===== config.mk =====
export PLATFORM = sky130hd
export DESIGN_NAME = nibble_serial_adder_flat
export DESIGN_NICKNAME = d
export VERILOG_FILES = /design/src/rtl/nibble_serial_adder_pkg.sv /design/src/rtl/nibble_serial_adder_if.sv /design/src/rtl/nibble_serial_adder_add4.sv /design/src/rtl/nibble_serial_adder.sv /design/src/flat_wrapper.sv
export SDC_FILE = /design/constraint.sdc
export NUM_CORES = 1
export LEC_CHECK = 0
export CORE_ASPECT_RATIO = 1.75
export CORE_MARGIN = 2
export CORE_UTILIZATION = 35
export DETAILED_ROUTE_END_ITERATION = 16
export GPL_ROUTABILITY_DRIVEN = 0
export PLACE_DENSITY = 0.58
export SLEW_MARGIN = 20
export SYNTH_ARGS = -nofsm -noshare
export SYNTH_HDL_FRONTEND = slang
export SYNTH_HIERARCHICAL = 1
export SYNTH_SLANG_ARGS = --single-unit

===== constraint.sdc =====
create_clock -name clk -period 3 [get_ports clk]
set_input_delay 0.6 -clock clk [delete_from_list [all_inputs] [get_ports clk]]
set_output_delay 0.6 -clock clk [all_outputs]
set_load 0.005 [all_outputs]

===== src/rtl/nibble_serial_adder_pkg.sv =====
// Shared definitions for the nibble-serial adder: FSM encoding, slice width
// and a helper to derive the number of slice passes.
package nibble_serial_adder_pkg;

  localparam int NIBBLE_W = 4;

  typedef enum logic [1:0] {
    IDLE = 2'd0,
    ADD  = 2'd1,
    DONE = 2'd2
  } state_t;

  function automatic int nibbles_of(input int width);
    return width / NIBBLE_W;
  endfunction

endpackage


===== src/rtl/nibble_serial_adder_if.sv =====
// Operand-in / result-out handshake bundle for the nibble-serial adder.
// master = operand source + result consumer, slave = the adder.
interface nibble_serial_adder_if #(
  parameter int WIDTH = 16
);
  logic             in_valid;
  logic             in_ready;
  logic [WIDTH-1:0] a;
  logic [WIDTH-1:0] b;
  logic             cin;
  logic             out_valid;
  logic             out_ready;
  logic [WIDTH-1:0] sum;
  logic             cout;
  logic             ovf;

  modport master (
    output in_valid, a, b, cin, out_ready,
    input  in_ready, out_valid, sum, cout, ovf
  );

  modport slave (
    input  in_valid, a, b, cin, out_ready,
    output in_ready, out_valid, sum, cout, ovf
  );
endinterface


===== src/rtl/nibble_serial_adder_add4.sv =====
// Combinational 4-bit ripple-carry slice; c3 is the carry into bit 3,
// exposed so the caller can form signed overflow on the final nibble.
module nibble_add4 (
  input  logic [3:0] a4,
  input  logic [3:0] b4,
  input  logic       ci,
  output logic [3:0] s4,
  output logic       co,
  output logic       c3
);
  logic [4:0] c;

  always_comb begin
    // NOTE: every variable written here gets a default first, so no latch is inferred.
    c    = '0;
    s4   = '0;
    c[0] = ci;
    for (int i = 0; i < 4; i++) begin
      s4[i]  = a4[i] ^ b4[i] ^ c[i];
      c[i+1] = (a4[i] & b4[i]) | (a4[i] & c[i]) | (b4[i] & c[i]);
    end
  end

  assign co = c[4];
  assign c3 = c[3];
endmodule


===== src/rtl/nibble_serial_adder.sv =====
// WIDTH-bit adder that pushes one nibble per cycle through a shared 4-bit
// slice, LSB first, with the inter-nibble carry held in a register.
module nibble_serial_adder
  import nibble_serial_adder_pkg::*;
#(
  parameter int WIDTH = 16
) (
  input  logic clk,
  input  logic rst,
  nibble_serial_adder_if.slave bus
);
  localparam int NIBBLES = nibbles_of(WIDTH);
  localparam int CNT_W   = $clog2(NIBBLES) + 1;
  localparam logic [CNT_W-1:0] LAST = CNT_W'(NIBBLES - 1);

  state_t           state;
  logic [WIDTH-1:0] a_sh;
  logic [WIDTH-1:0] b_sh;
  logic             carry;
  logic [CNT_W-1:0] cnt;
  logic [WIDTH-1:0] sum_q;
  logic             cout_q;
  logic             ovf_q;
  logic             in_ready_q;
  logic             out_valid_q;

  logic [NIBBLE_W-1:0] slice_s;
  logic                slice_co;
  logic                slice_c3;
  logic [WIDTH-1:0]    sum_next;

  nibble_add4 u_slice (
    .a4 (a_sh[NIBBLE_W-1:0]),
    .b4 (b_sh[NIBBLE_W-1:0]),
    .ci (carry),
    .s4 (slice_s),
    .co (slice_co),
    .c3 (slice_c3)
  );

  // New nibble enters at the top; after NIBBLES passes the sum is in place.
  // Written as shift-and-or so WIDTH=4 needs no special case.
  always_comb begin
    sum_next = (sum_q >> NIBBLE_W) | (WIDTH'(slice_s) << (WIDTH - NIBBLE_W));
  end

  always_ff @(posedge clk) begin
    // NOTE: sequential state uses non-blocking assignments only, so every
    // right-hand side sees the pre-edge value.
    if (rst) begin
      state       <= IDLE;
      a_sh        <= '0;
      b_sh        <= '0;
      carry       <= 1'b0;
      cnt         <= '0;
      sum_q       <= '0;
      cout_q      <= 1'b0;
      ovf_q       <= 1'b0;
      in_ready_q  <= 1'b1;
      out_valid_q <= 1'b0;
    end else begin
      case (state)
        IDLE: begin
          if (bus.in_valid) begin
            a_sh       <= bus.a;
            b_sh       <= bus.b;
            carry      <= bus.cin;
            cnt        <= '0;
            in_ready_q <= 1'b0;
            state      <= ADD;
          end
        end
        ADD: begin
          sum_q <= sum_next;
          carry <= slice_co;
          a_sh  <= a_sh >> NIBBLE_W;
          b_sh  <= b_sh >> NIBBLE_W;
          cnt   <= cnt + 1'b1;
          if (cnt == LAST) begin
            cout_q      <= slice_co;
            ovf_q       <= slice_c3 ^ slice_co;
            out_valid_q <= 1'b1;
            state       <= DONE;
          end
        end
        DONE: begin
          if (bus.out_ready) begin
            out_valid_q <= 1'b0;
            in_ready_q  <= 1'b1;
            state       <= IDLE;
          end
        end
        default: begin
          out_valid_q <= 1'b0;
          in_ready_q  <= 1'b1;
          state       <= IDLE;
        end
      endcase
    end
  end

  assign bus.in_ready  = in_ready_q;
  assign bus.out_valid = out_valid_q;
  assign bus.sum       = sum_q;
  assign bus.cout      = cout_q;
  assign bus.ovf       = ovf_q;
endmodule

===== src/flat_wrapper.sv =====
// flat-port wrapper written by rule: the top's interface ports become plain ports
module nibble_serial_adder_flat import nibble_serial_adder_pkg::*;
#(
  parameter int WIDTH = 16
)
  (clk, rst, bus_in_valid, bus_a, bus_b, bus_cin, bus_out_ready, bus_in_ready, bus_out_valid, bus_sum, bus_cout, bus_ovf);
  nibble_serial_adder_if #(.WIDTH(WIDTH)) bus_i ();
  input  logic clk;
  input  logic rst;
  input wire logic [$bits(bus_i.in_valid)-1:0] bus_in_valid;
  input wire logic [$bits(bus_i.a)-1:0] bus_a;
  input wire logic [$bits(bus_i.b)-1:0] bus_b;
  input wire logic [$bits(bus_i.cin)-1:0] bus_cin;
  input wire logic [$bits(bus_i.out_ready)-1:0] bus_out_ready;
  output wire logic [$bits(bus_i.in_ready)-1:0] bus_in_ready;
  output wire logic [$bits(bus_i.out_valid)-1:0] bus_out_valid;
  output wire logic [$bits(bus_i.sum)-1:0] bus_sum;
  output wire logic [$bits(bus_i.cout)-1:0] bus_cout;
  output wire logic [$bits(bus_i.ovf)-1:0] bus_ovf;
  assign bus_i.in_valid = bus_in_valid;
  assign bus_i.a = bus_a;
  assign bus_i.b = bus_b;
  assign bus_i.cin = bus_cin;
  assign bus_i.out_ready = bus_out_ready;
  assign bus_in_ready = bus_i.in_ready;
  assign bus_out_valid = bus_i.out_valid;
  assign bus_sum = bus_i.sum;
  assign bus_cout = bus_i.cout;
  assign bus_ovf = bus_i.ovf;
  nibble_serial_adder #(.WIDTH(WIDTH)) u_core (.clk(clk), .rst(rst), .bus(bus_i));
endmodule

======== Yosys cells after proc, flatten, opt, wreduce, memory -nomap -nowiden ========
Index checks and enable logic that the tools add are counted.
cells by class
  bitwise operators ....................... 32
  add/subtract/negate cells ............... 1
  multiplexer cells ....................... 18
  reductions and logical operators ........ 7
  equality and inequality tests ........... 6
operator list
  cell                 number
  $pmux 16 s2          2
  $mux 16              2
  $or 12x16->16        1
  $and 1x1->1          12
  $reduce_and 3->1     3
  $xor 1x1->1          9
  $or 1x1->1           8
  $mux 2               3
  $pmux 1 s3           2
  $pmux 2 s3           1
  $pmux 3 s2           1
  $mux 1               5
  $ne 2x2->1 const B   2
  $reduce_and 2->1     2
  $add 3x1->3 const B  1
  $eq 3x2->1 const B   1
  $mux 3               1
  $eq 2x1->1 const B   1
  $eq 2x2->1 const B   1
  $logic_not 2->1      1
  $ne 2x1->1 const B   1
  $not 1->1            2
  $pmux 1 s2           1
  $reduce_bool 2->1    1
storage, ports and cells
  output and inout bits ................... 20
  logic and storage cells ................. 74
  bits of input ports ..................... 37
  bits in registers ....................... 58

======== Longest topological paths before layout ========
  word-level depth ........................ 13
  gate-level depth with buffers ........... 11
  gate-level depth less buffers ........... 11

======== Hierarchy ========
The synthesis kept the hierarchy.
modules (own cells, without submodules)
  module               instances  seq. area each (µm²)  cells an instance  area an instance (µm²)
  nibble_serial_adder  1          1161.1                264                2354.8
  nibble_add4          1          0.0                   14                 117.6

======== Least setup slack after synthesis ========
No wires, ideal clock.
  kind .................................... flip-flop to flip-flop
  start point ............................. reg u_core.a_sh[0]
  end point ............................... reg u_core.sum_q[15], in the netlist u_core/bus.sum[15]
  stages on the path, launching flop included .. 11
  buffers on the path ..................... 0
  data required time ...................... 2930 ps
  setup time .............................. 70 ps
  slack ................................... 888 ps
  arrival time ............................ 2042 ps
  clock period less this slack ............ 2112 ps
  path through ............................ dfxtp_1 > inv_1 > fa_1 > inv_1 > fa_1 > fa_1 > inv_1 > fa_1 > inv_1 > nand2_1 > a21oi_1
between the ends
  longest elaborated chain between the ends .. 11
  elaborated cells between the ends (all ways) .. 14
  classes of those cells .................. bitwise: 14
ends and longest elaborated chain
  what                       RTL line                        text
  start: declaration         nibble_serial_adder.sv:17       logic [WIDTH-1:0] a_sh;
  start signal: assignment   nibble_serial_adder.sv:65       a_sh <= bus.a;
  start signal: assignment   nibble_serial_adder.sv:76       a_sh <= a_sh >> NIBBLE_W;
  $and 1x1->1                nibble_serial_adder_add4.sv:20  c[i+1] = (a4[i] & b4[i]) | (a4[i] & c[i]) | (b4[i] & c[i]);
  $or 1x1->1 * (2 in a row)  nibble_serial_adder_add4.sv:20
  $and 1x1->1                nibble_serial_adder_add4.sv:20
  $or 1x1->1                 nibble_serial_adder_add4.sv:20
  $or 1x1->1 *               nibble_serial_adder_add4.sv:20
  $and 1x1->1                nibble_serial_adder_add4.sv:20
  $or 1x1->1                 nibble_serial_adder_add4.sv:20
  $or 1x1->1 *               nibble_serial_adder_add4.sv:20
  via u_core.slice_c3        nibble_serial_adder.sv:29       logic slice_c3;
  $xor 1x1->1 *              nibble_serial_adder_add4.sv:19  s4[i] = a4[i] ^ b4[i] ^ c[i];
  via u_core.slice_s[3]      nibble_serial_adder.sv:27       logic [NIBBLE_W-1:0] slice_s;
  $or 12x16->16 *            nibble_serial_adder.sv:44       sum_next = (sum_q >> NIBBLE_W) | (WIDTH'(slice_s) << (WIDTH - NIBBLE_W));
  end signal: assignment     nibble_serial_adder.sv:74       sum_q <= sum_next;
  end: declaration           nibble_serial_adder.sv:21       logic [WIDTH-1:0] sum_q;
Mark *: on every way through the listed nets, which the timed path passes. The rest lies on a longest branch.
A chain may end at the register's enable or synchronous reset.

======== Final worst setup path ========
  start point ............................. reg u_core.a_sh[0]
  end point ............................... reg u_core.ovf_q, in the netlist u_core/bus.ovf
between the ends
  longest elaborated chain between the ends .. 13
  elaborated cells between the ends (all ways) .. 17
  classes of those cells .................. bitwise: 17
ends and longest elaborated chain
  what                       RTL line                        text
  $and 1x1->1                nibble_serial_adder_add4.sv:20
  $or 1x1->1 * (2 in a row)  nibble_serial_adder_add4.sv:20
  $and 1x1->1                nibble_serial_adder_add4.sv:20
  $or 1x1->1                 nibble_serial_adder_add4.sv:20
  $or 1x1->1 *               nibble_serial_adder_add4.sv:20
  $and 1x1->1                nibble_serial_adder_add4.sv:20
  $or 1x1->1                 nibble_serial_adder_add4.sv:20
  $or 1x1->1 *               nibble_serial_adder_add4.sv:20
  via u_core.slice_c3        nibble_serial_adder.sv:29
  $and 1x1->1                nibble_serial_adder_add4.sv:20
  $or 1x1->1                 nibble_serial_adder_add4.sv:20
  $or 1x1->1 *               nibble_serial_adder_add4.sv:20
  via u_core.slice_co        nibble_serial_adder.sv:28       logic slice_co;
  $xor 1x1->1 *              nibble_serial_adder.sv:81       ovf_q <= slice_c3 ^ slice_co;
  end signal: assignment     nibble_serial_adder.sv:81
  end: declaration           nibble_serial_adder.sv:23       logic ovf_q;
Marked as above.

==> metrics.csv <==
metric,value,unit
htree depth,3,
clk buf depth,2,
DPL Wire Length,3920,um
Yosys top cell by area,dfxtp_1,
mapped cell area,2470,um2
Antenna Nets Post-Route,0,
Sink Count,58,
Final Hold Viols,0,
vias,2054,
DR vias/cell,4.94,
DR DRC count,0,
Post-CTS Repair Setup Buffers,0,
WP data arrival,2.53,ns
Synthesized Nets,321,
R2R depth,11,
worst slack at placement,0.545,ns
initial core utilization,0.361,
Synth area leaders,"dfxtp_1, a21oi_1, o221a_1, nand2_1, inv_1",
share of the synthesized area in the top cell type,0.470,
Layout area overhead,34.6,%
first-pass GRT wire length,9400,um
"count leader, synth",dfxtp_1,
outcome,"finished, final reports clean",
final worst-path cycle share,0.757,
hold depth,2,
CTS tree,yes,
Port-buffer cells,56,
area occupied by multi-input gates,1070,um2
Worst-path clk slew,0.05,ns
vias in the first global route,1968,
kind of critical path,flip-flop to flip-flop,
CTS Hold Bufs,0,
RSZ-0062 raised after global routing,false,
setup TNS,0,ns
fmax,440,MHz
register-to-register setup slack,0.73,ns
First DRT Iteration DRCs,62,
maximum fanout along the worst path,3,
Die Y-Extent,115,um
"Clk Latency, worst-skew pair",0.32,ns
PostCTS Resize Cnt,0,
Die Wd,67.5,um
Cell variety after synth,31,
Period minus WS final,2.27,ns
core area,6860,um2
register bit total from synthesis,58,
relative slew slack,0.410,
largest net degree at the start of global routing,48,
layout cell share with drive strength beyond 1,0.0904,
initial antenna violation count,0,
full die area,7780,um2
DR WL/cell,13.7,um
Top Ports,57,
Tightest Pin Transition,0.885,ns
worst path required time,3.25,ns
Inserted Diodes,0,
DR pass1 iterations,4,
Final setup viols,0,
P_leak,1.25,nW
Row Count,40,
register area,1160,um2
Startpoint Class,flip-flop,
# fillers,691,
cts bufs inserted,9,
P per Cell Area,602,nW/um2
Post-synth ARST share,0,
register area share after synthesis,0.470,
total of max-cap violations,0,
grt ovf,0,
ys flop type,dfxtp_1,
Max Slew Vio Count,0,
Mapped Cells,278,
CP Capture Type,flip-flop,
GRT Resource Usage Total,0.162,
Hold Path Class,flip-flop to flip-flop,
Post-synth top cells,"dfxtp_1, a21oi_1, nand2_1",
Peak supply drop,329,uV
Total Wirelength,5690,um
root buffer cell,clkbuf_16,
Final #Nets,371,
Setup WS post-layout,0.729,ns
Layout Skew,0.00399,ns
syn avg cell area,8.89,um2
yosys warns,6,
Hold Worst Slack,0.458,ns
"EDFF count, synth",0,
## registers in the layout, indices dropped and copies added, names as in the netlist
signal                count
u_core/bus.sum           16
u_core/b_sh              16
u_core/cnt                3
u_core/bus.ovf            1
u_core/carry              1
u_core/state              2
u_core/bus.out_valid      1
u_core/bus.in_ready       1
u_core/bus.cout           1
u_core/a_sh              16
## through the flow
step,std cells,cell area (um2),power (mW),util
2_1_floorplan,278,2470,1.00,-
4_1_cts,416,3320,2.03,0.485
6_report,416,3330,2.00,0.485
3_3_place_gp,401,3050,1.10,0.445
3_5_place_dp,401,3050,1.10,0.445
5_1_grt,416,3330,2.08,0.485
## cell type report
| class | instances | area share |
|---|---|---|
| sequential | 58 | 0.349 |
| multi-input combinational | 166 | 0.323 |
| timing repair buffer | 62 | 0.180 |
| clock buffer | 12 | 0.0771 |
| inverter | 31 | 0.0350 |
| tap | 84 | 0.0316 |
| clock inverter | 3 | 0.00451 |
## kinds of logic after synthesis
| logic type | synth area share |
|---|---|
| XOR/XNOR | 0.00354 |
| buffers and inverters | 0.0987 |
| adder cells (fa/ha/maj) | 0.0425 |
| flip-flops | 0.470 |
| AO/OA/AOI/OAI | 0.238 |
| multiplexers | 0.0121 |
| AND/OR/NAND/NOR | 0.136 |
## worst max-delay path, stage by stage, from the launching register on
cell     delay [ns]
dfxtp_1        0.33
inv_1          0.06
fa_1           0.41
inv_1          0.08
fa_1           0.19
fa_1           0.22
inv_1          0.06
fa_1           0.35
inv_1          0.11
xor2_1         0.15
nand3_1        0.09
a21oi_1        0.15
## report_power, final
group	switching, mW	internal, mW	leakage, nW
Sequential	0.0275	0.820	0.476
Clock	0.328	0.593	0.138
Combinational	0.114	0.122	0.638
Total	0.469	1.54	1.25
## worst paths after layout
kind / startpoint / to
setup reg to reg: u_core/a_sh[0] / u_core/bus.ovf
setup / recovery: u_core/a_sh[0] / u_core/bus.ovf
hold reg to reg: u_core/bus.sum[0] / u_core/bus.sum[0]
hold / removal: u_core/bus.sum[0] / u_core/bus.sum[0]
## layout by cell type (no fill, tap or decap), drive strengths merged
master	count
a2111oi	8
a21o	1
a21oi	43
a22oi	1
a2bb2oi	2
buf	7
clkbuf	12
clkdlybuf4s50	55
clkinv	3
dfxtp	58
fa	4
ha	2
inv	31
mux2i	3
nand2	33
nand2b	1
nand3	1
nand3b	8
nor2	25
nor2b	2
nor3	1
o21ai	7
o21bai	2
o221a	17
o32a	1
or2	1
or3b	2
xor2	1
## per-layer routing
metal  vias up  wire length (um)  track usage
met2        44              2980        0.266
li1       1040                 -            -
met5         -                 0            0
met4         0               169        0.106
met3        12               187       0.0254
met1       958              2360        0.190
Power figures use the tool's default switching activity.
